--- src/rtl/ledm_pkg.sv ---
// Shared definitions for the LED scan controller: FSM encoding,
// default sizing parameters and the frame length helper.
package ledm_pkg;

    localparam int CH_NUM_DEF     = 8;
    localparam int MS_DIV_DEF     = 100000;
    localparam int REFRESH_MS_DEF = 10;
    localparam int SCLK_DIV_DEF   = 4;

    typedef enum logic [2:0] {
        IDLE     = 3'd0,
        LOAD     = 3'd1,
        SHIFT_LO = 3'd2,
        SHIFT_HI = 3'd3,
        LATCH    = 3'd4
    } scan_state_t;

    // One LOAD cycle, a low and a high half-period per bit, then the latch pulse.
    function automatic int frame_cycles(input int ch_num, input int sclk_div);
        return 1 + 4 * ch_num * sclk_div + sclk_div;
    endfunction

endpackage

--- src/rtl/ms_tick_gen.sv ---
// Millisecond strobe generator: free-running divider that raises
// clk_ms_en for one clk_sys cycle out of every MS_DIV.
module ms_tick_gen
    import ledm_pkg::*;
#(
    parameter int MS_DIV = MS_DIV_DEF
) (
    input  logic clk_sys,
    input  logic rst_sys_n,
    output logic clk_ms_en
);

    localparam int CW = (MS_DIV > 1) ? $clog2(MS_DIV) : 1;
    localparam logic [CW-1:0] LAST = CW'(MS_DIV - 1);

    // A divider of one would hold the strobe high through reset.
    if (MS_DIV < 2) begin : g_bad_ms_div
        $error("ms_tick_gen: MS_DIV must be at least 2");
    end

    logic [CW-1:0] count;

    // Count 0..MS_DIV-1 and wrap back to zero after the terminal count.
    always_ff @(posedge clk_sys or negedge rst_sys_n) begin
        if (!rst_sys_n) begin
            count <= '0;
        end else if (count == LAST) begin
            count <= '0;
        end else begin
            count <= count + CW'(1);
        end
    end

    assign clk_ms_en = (count == LAST);

endmodule

--- src/rtl/led_scan_ctl.sv ---
// LED scan controller: collects refresh and lamp-test requests into a
// single pending flag and shifts a frozen LED snapshot out MSB first to
// an external shift-register chain, finishing each frame with a latch pulse.
module led_scan_ctl
    import ledm_pkg::*;
#(
    parameter int CH_NUM     = CH_NUM_DEF,
    parameter int MS_DIV     = MS_DIV_DEF,
    parameter int REFRESH_MS = REFRESH_MS_DEF,
    parameter int SCLK_DIV   = SCLK_DIV_DEF
) (
    input  logic                  clk_sys,
    input  logic                  rst_sys_n,
    input  logic [2*CH_NUM-1:0]   led_in,
    input  logic                  led_en,
    input  logic                  lamp_test,
    output logic                  clk_ms_en,
    output logic                  led_sclk,
    output logic                  led_sdat,
    output logic                  led_latch,
    output logic                  scan_busy
);

    localparam int NBITS = 2 * CH_NUM;
    localparam int RW    = (REFRESH_MS > 1) ? $clog2(REFRESH_MS) : 1;
    localparam int BW    = $clog2(NBITS + 1);
    localparam int DW    = (SCLK_DIV > 1) ? $clog2(SCLK_DIV) : 1;

    localparam logic [RW-1:0] REF_LAST = RW'(REFRESH_MS - 1);
    localparam logic [DW-1:0] DIV_LAST = DW'(SCLK_DIV - 1);
    localparam logic [BW-1:0] BIT_INIT = BW'(NBITS);

    // A frame must finish before the next periodic refresh is due.
    if (frame_cycles(CH_NUM, SCLK_DIV) >= REFRESH_MS * MS_DIV) begin : g_frame_too_long
        $error("led_scan_ctl: frame length must be shorter than the refresh period");
    end

    ms_tick_gen #(
        .MS_DIV(MS_DIV)
    ) u_ms_tick_gen (
        .clk_sys   (clk_sys),
        .rst_sys_n (rst_sys_n),
        .clk_ms_en (clk_ms_en)
    );

    logic [RW-1:0]    ref_cnt;
    logic             lamp_q;
    logic             pending;
    logic             refresh_req;
    logic             lamp_rise;
    logic [NBITS-1:0] frame_data;
    logic [NBITS-1:0] snap;
    logic [BW-1:0]    bit_cnt;
    logic [DW-1:0]    div_cnt;
    scan_state_t      state;

    assign refresh_req = clk_ms_en && (ref_cnt == REF_LAST);
    assign lamp_rise   = lamp_test && !lamp_q;
    assign frame_data  = lamp_test ? '1 : (led_en ? led_in : '0);

    // Count millisecond strobes towards the next refresh and keep a delayed lamp_test copy.
    always_ff @(posedge clk_sys or negedge rst_sys_n) begin
        if (!rst_sys_n) begin
            ref_cnt <= '0;
            lamp_q  <= 1'b0;
        end else begin
            lamp_q <= lamp_test;
            if (clk_ms_en) begin
                ref_cnt <= (ref_cnt == REF_LAST) ? '0 : ref_cnt + RW'(1);
            end
        end
    end

    // Frame sequencer: pending flag, snapshot shifter and registered serial outputs.
    // A request arriving in the same cycle as IDLE->LOAD is served by that frame,
    // because the snapshot is taken one cycle later in LOAD.
    always_ff @(posedge clk_sys or negedge rst_sys_n) begin
        if (!rst_sys_n) begin
            state     <= IDLE;
            pending   <= 1'b0;
            snap      <= '0;
            bit_cnt   <= '0;
            div_cnt   <= '0;
            led_sclk  <= 1'b0;
            led_sdat  <= 1'b0;
            led_latch <= 1'b0;
            scan_busy <= 1'b0;
        end else begin
            pending <= pending || refresh_req || lamp_rise;
            case (state)
                IDLE: begin
                    if (pending) begin
                        state     <= LOAD;
                        pending   <= 1'b0;
                        scan_busy <= 1'b1;
                    end
                end
                LOAD: begin
                    snap     <= frame_data;
                    led_sdat <= frame_data[NBITS-1];
                    bit_cnt  <= BIT_INIT;
                    div_cnt  <= '0;
                    state    <= SHIFT_LO;
                end
                SHIFT_LO: begin
                    if (div_cnt == DIV_LAST) begin
                        div_cnt  <= '0;
                        led_sclk <= 1'b1;
                        state    <= SHIFT_HI;
                    end else begin
                        div_cnt <= div_cnt + DW'(1);
                    end
                end
                SHIFT_HI: begin
                    if (div_cnt == DIV_LAST) begin
                        div_cnt  <= '0;
                        led_sclk <= 1'b0;
                        snap     <= {snap[NBITS-2:0], 1'b0};
                        bit_cnt  <= bit_cnt - BW'(1);
                        if (bit_cnt == BW'(1)) begin
                            led_sdat  <= 1'b0;
                            led_latch <= 1'b1;
                            state     <= LATCH;
                        end else begin
                            led_sdat <= snap[NBITS-2];
                            state    <= SHIFT_LO;
                        end
                    end else begin
                        div_cnt <= div_cnt + DW'(1);
                    end
                end
                LATCH: begin
                    if (div_cnt == DIV_LAST) begin
                        div_cnt   <= '0;
                        led_latch <= 1'b0;
                        scan_busy <= 1'b0;
                        state     <= IDLE;
                    end else begin
                        div_cnt <= div_cnt + DW'(1);
                    end
                end
                default: begin
                    state <= IDLE;
                end
            endcase
        end
    end

endmodule

--- config.mk ---
export PLATFORM = sky130hd
export DESIGN_NAME = led_scan_ctl
export DESIGN_NICKNAME = d
export VERILOG_FILES = /design/src/rtl/ledm_pkg.sv /design/src/rtl/ms_tick_gen.sv /design/src/rtl/led_scan_ctl.sv
export SDC_FILE = /design/constraint.sdc
export NUM_CORES = 1
export LEC_CHECK = 0
export BUFFER_PORTS_ARGS = -buffer_cell sky130_fd_sc_hd__buf_2
export CORE_ASPECT_RATIO = 0.6
export CORE_MARGIN = 5
export CORE_UTILIZATION = 34
export DETAILED_ROUTE_END_ITERATION = 8
export GPL_TIMING_DRIVEN = 0
export MAX_ROUTING_LAYER = met4
export PLACE_DENSITY = 0.54
export SLEW_MARGIN = 10
export SYNTH_ARGS = -nofsm -noshare
export SYNTH_HDL_FRONTEND = slang
export SYNTH_SLANG_ARGS = --single-unit
--- constraint.sdc ---
create_clock -name clk_sys -period 3.1 [get_ports clk_sys]
set_input_delay 0.155 -clock clk_sys [delete_from_list [all_inputs] [get_ports clk_sys]]
set_output_delay 0.155 -clock clk_sys [all_outputs]
set_load 0.01 [all_outputs]
### Yosys cells after proc, flatten, opt, wreduce, memory -nomap -nowiden

Cells that the tools add are included.

| cells by class | value |
|---|---|
| $add $sub $neg | 4 |
| eq/ne operators | 13 |
| multiplexer cells | 29 |
| reduce and logical (&&, ||, !) cells | 17 |

Operator list:

| kind | number |
|---|---|
| 2-to-1 mux 16 bit | 2 |
| case mux 15 bit (2 select lines) | 1 |
| adder 17 x 1 -> 17 bit (second input constant) | 1 |
| == test 17 bit (second input constant) | 1 |
| 2-to-1 mux 17 bit | 1 |
| 2-to-1 mux 15 bit | 1 |
| 2-to-1 mux 3 bit | 5 |
| case mux 3 bit (5 select lines) | 1 |
| inequality test 2 bit (second input constant) | 5 |
| case mux 5 bit (2 select lines) | 1 |
| nonzero test 2 bit | 5 |
| 2-to-1 mux 1 bit | 9 |
| case mux 1 bit (2 select lines) | 4 |
| AND reduction 4 bit | 2 |
| == test 3 x 2 -> 1 bit (second input constant) | 2 |
| AND reduction 3 bit | 2 |
| == test 5 x 1 -> 1 bit (second input constant) | 1 |
| 2-to-1 mux 5 bit | 1 |
| subtractor 5 x 1 -> 5 bit (second input constant) | 1 |
| adder 4 x 1 -> 4 bit (second input constant) | 1 |
| == test 4 bit (second input constant) | 1 |
| 2-to-1 mux 4 bit | 1 |
| case mux 2 bit (2 select lines) | 1 |
| == test 3 x 1 -> 1 bit (second input constant) | 1 |
| 10 further kinds | 12 |

| word-level totals | value |
|---|---|
| flip-flop bits (word level) | 52 |
| bits of input ports | 20 |
| output and inout bits | 5 |
| logic and storage cells | 75 |

### Logic depth before layout (Yosys ltp)

| logic depth | value |
|---|---|
| word-level depth | 6 |
| mapped depth | 7 |
| mapped depth without buffers | 6 |

### Cells and area by module

From an unflattened synthesis, not the netlist that was laid out.

| unflattened totals | value |
|---|---|
| cell total of the unflattened synthesis | 251 |
| area, all modules | 2570.0 um^2 |

By module, submodules not included:

| module | instances | cells each | area an instance (um^2) | sequential area each (um^2) |
|---|---|---|---|---|
| led_scan_ctl | 1 | 177 | 1776.7 | 875.8 |
| ms_tick_gen | 1 | 74 | 793.3 | 425.4 |

### Least setup slack after synthesis

Ideal clock, no wire load.

| timing | value |
|---|---|
| path type | flip-flop to flip-flop |
| start | register u_ms_tick_gen.count[0] |
| end | register ref_cnt[1] |
| library setup time | 0.127 ns |
| arrival | 1.614 ns |
| required time | 2.973 ns |
| slack | 1.358 ns |
| cell stages (with the launch flop) | 8 |
| path buffers | 2 |
| clock period less this slack | 1.742 ns |
| path through | dfrtp_1 > ha_1 > and4_1 > buf_2 > and4_1 > buf_2 > nand2_1 > mux2_1 |

| on the way | value |
|---|---|
| word-level cells in the longest chain between the ends | 1 |

Ends and longest elaborated chain:

| what | RTL line | RTL |
|---|---|---|
| start: declaration | ms_tick_gen.sv:21 | `logic [CW-1:0] count;` |
| start signal: assignment | ms_tick_gen.sv:30 | `count <= count + CW'(1);` |
| == test 17 bit | ms_tick_gen.sv:34 | `assign clk_ms_en = (count == LAST);` |
| end signal: assignment | led_scan_ctl.sv:69 | `ref_cnt <= (ref_cnt == REF_LAST) ? '0 : ref_cnt + RW'(1);` |
| end: declaration | led_scan_ctl.sv:46 | `logic [RW-1:0] ref_cnt;` |

No other way between the ends.
A chain may end at the register's enable or synchronous reset.

### Final worst setup path

| timing | value |
|---|---|
| start | register u_ms_tick_gen.count[0] |
| end | output clk_ms_en |

| on the way | value |
|---|---|
| word-level cells in the longest chain between the ends | 1 |

Ends and longest elaborated chain:

| what | RTL line | RTL |
|---|---|---|
| == test 17 bit | ms_tick_gen.sv:34 |  |
| end: declaration | led_scan_ctl.sv:17 | `output logic clk_ms_en,` |

No other way between the ends.

==> impl_metrics.tcl <==
set metrics [dict create \
    crit_chain "ha_1 -> and4_1 -> buf_2 -> and4_1 -> buf_2 -> buf_4 -> buf_2" \
    grt_pass1_wl_um 9000 \
    r2r_end "ref_cnt[1]" \
    cts_buffer_depth 2 \
    ctsHoldBuffers 1 \
    hold_depth 3 \
    r2r-start "u_ms_tick_gen.count[0]" \
    synthesis.nets 295 \
    grt.busiest_layer "met1" \
    clock_skew_ns 0.00372 \
    ctsResizeCount 0 \
    drive_above_1_share_pct 13.5 \
    drtAntennaViolNets 0 \
    fin_nets 327 \
    antenna_found_initial 0 \
    p_leak_uw 0.00129 \
    end_kind "output pin" \
    power_density_mw_per_mm2 428 \
    die_area_mm2 0.00943 \
    cts_tree "done" \
    min_from "led_in[0]" \
    cts_root_buf "clkbuf_16" \
    synth.avg_cell_area_um2 9.46 \
    final.min_clock_period_ns 2.12 \
    port_buffers 23 \
    rows 24 \
    clkSlewWorstSetupHoldPaths_ns 0.06 \
    cp-start-kind "flop" \
    slowest_stage "dfrtp_1" \
    use_met2_pct 15.6 \
    syn2layout_area_growth_pct 15.7 \
    whs_endpoint "snap[0]" \
    ys_ff_latch 52 \
    status "finished, final reports clean" \
    hold_viol 0 \
    post-route-util_pct 40.6 \
    ff_latch_area_mm2 0.00130 \
    vdd_drop_max_uv 194 \
    track_usage_pct 12.2 \
    clk-insertion-delay-late_ns 0.28 \
    crit_top_cell "buf_2" \
    grt_setup_unrepaired "no" \
    die-height_um 77.3 \
    num_vias 1972 \
    grt_use_met3_pct 2.50 \
    cp.arrival_ns 1.96 \
    tightest_slew_ns 0.660 \
    die_w_um 122 \
    setup_tns_ns 0 \
    slew_viol_final 0 \
    synthCells 271 \
    hp-class "primary input to flop" \
    hold_ws_ns 0.166 \
    fin_total_pwr_uw 1270 \
    ys.flop_type "dfrtp_1" \
    synth_seq_area_share_pct 50.8 \
    n_antenna_cell 0 \
    crit_fanout 10 \
    grt.met1_usage_pct 19.2 \
    post_cts_buffers 0 \
    io_pins 25 \
    wl_per_cell_um 13.1 \
    drc 0 \
    cts_buffers 5 \
    ys_types 39 \
    path_class "flop to output pin" \
    grt_pass1_vias 1785 \
    fmax_mhz 472 \
    multi_input_area_mm2 0.00116 \
    core_mm2 0.00730 \
    fillers 772 \
    cap_violations 0 \
    cp.required_ns 2.94 \
    max_stage_delay_ns 0.41 \
    synth_edf_count 0 \
    finalCritPeriodShare_pct 68.3 \
    slew-limit-headroom_pct 56.0 \
    yosysWarnings 0 \
    grt_max_degree 53 \
    reg2regPathDepth 7 \
    layout_common_cells "52 x dfrtp_1, 38 x a21oi_1, 32 x nor2_1" \
    synthArstFlopShare_pct 100 \
    r2r_slack_ns 1.23 \
    drtIter0Drc 94 \
    firstDrtPassIters 4 \
    drt-vias-per-instance 4.85 \
    finalWeightedCongestion 0.776 \
    hpwlAfterDp_um 3940 \
    setup_viol 0 \
    final_common_cell "dfrtp_1" \
    syn_area_mm2 0.00256 \
    clock-sinks 52 \
    htreeDepth 2 \
    wl_um 5340 \
    grt-ovfl-total 0 \
    start_util_pct 35.1 \
    crit_path_start "u_ms_tick_gen.count[0]" \
]
-- registers in the layout, summed over array words and instances (netlist names) --
name                 count
bit_cnt                  5
div_cnt                  2
lamp_q                   1
led_latch                1
led_sclk                 1
led_sdat                 1
pending                  1
ref_cnt                  4
scan_busy                1
snap                    15
state                    3
u_ms_tick_gen.count     17
-- worst max-delay path by stage --
| stage | endpoint | cells past startpoint |
|---|---|---|
| global placement | ref_cnt[1] | 7 |
| finish | clk_ms_en | 7 |
| detailed placement | ref_cnt[1] | 7 |
| floorplan | ref_cnt[1] | 7 |
| global route | clk_ms_en | 7 |
| CTS | clk_ms_en | 7 |
-- power breakdown --
part           switching [uW]  internal (uW)
clock                     230            294
sequential               5.39            688
combinational            31.3           20.6
total                     266           1000
-- routing by layer --
layer / share of wire [%] / vias to the layer above
met4: 1.1 / 0
met5: 0 / -
met1: 56 / 938
met3: 3.2 / 5
li1: - / 1006
met2: 39 / 23
-- cells by family (layout without fill, tap and decap cells) --
group | after synthesis | in the layout | share of synthesized area (%)
AO/OA/AOI/OAI | 69 | 69 | 15.4
XOR/XNOR | 19 | 19 | 6.49
adder cells (fa/ha/maj) | 4 | 4 | 1.95
buffers and inverters | 23 | 55 | 4.00
flip-flops | 52 | 52 | 50.8
multiplexers | 5 | 5 | 2.05
AND/OR/NAND/NOR | 99 | 99 | 19.4
-- worst max-delay path, delay by kind of cell, from the launching register on --
family	cells	cell delay (ns)
DFF	1	0.41
adders and majority gates	1	0.25
buffers and inverters	4	0.64
and+or+nand+nor	2	0.38
-- cell usage after synthesis (2+ instances only) --
cell	count	area share, %
a211oi_1	3	0.88
a21oi_1	38	7.4
and3_1	3	0.73
and4_1	4	1.4
buf_2	7	1.4
buf_4	2	0.59
clkbuf_1	8	1.2
dfrtp_1	52	51
ha_1	4	2.0
inv_1	6	0.88
mux2i_1	3	1.2
nand2_1	27	4.0
nand2b_1	3	0.73
nand3_1	10	2.0
nand4_1	3	0.73
nand4b_1	2	0.68
nor2_1	32	4.7
nor2b_1	4	0.98
nor4_1	2	0.49
nor4bb_1	2	0.78
o21ai_0	13	2.5
o21ai_1	9	1.8
xnor2_1	11	3.8
xor2_1	8	2.7
-- cell type report --
type	count	area share [%]
multi-input combinational	196	39.1
sequential	52	43.9
clock inverter	1	0.169
buffer	17	2.70
inverter	6	0.759
tap	104	4.39
clock buffer	6	4.35
timing repair buffer	25	4.64
-- per-stage QoR --
step | cell area (um2) | setup WS [ns] | instances
final | 2970 | 0.983 | 407
after global routing | 2970 | 0.874 | 407
after CTS | 2950 | 0.972 | 406
after detailed placement | 2810 | 1.24 | 398
after global placement | 2810 | 1.25 | 398
after floorplan | 2560 | 1.36 | 271
(Power assumes the default switching activity.)
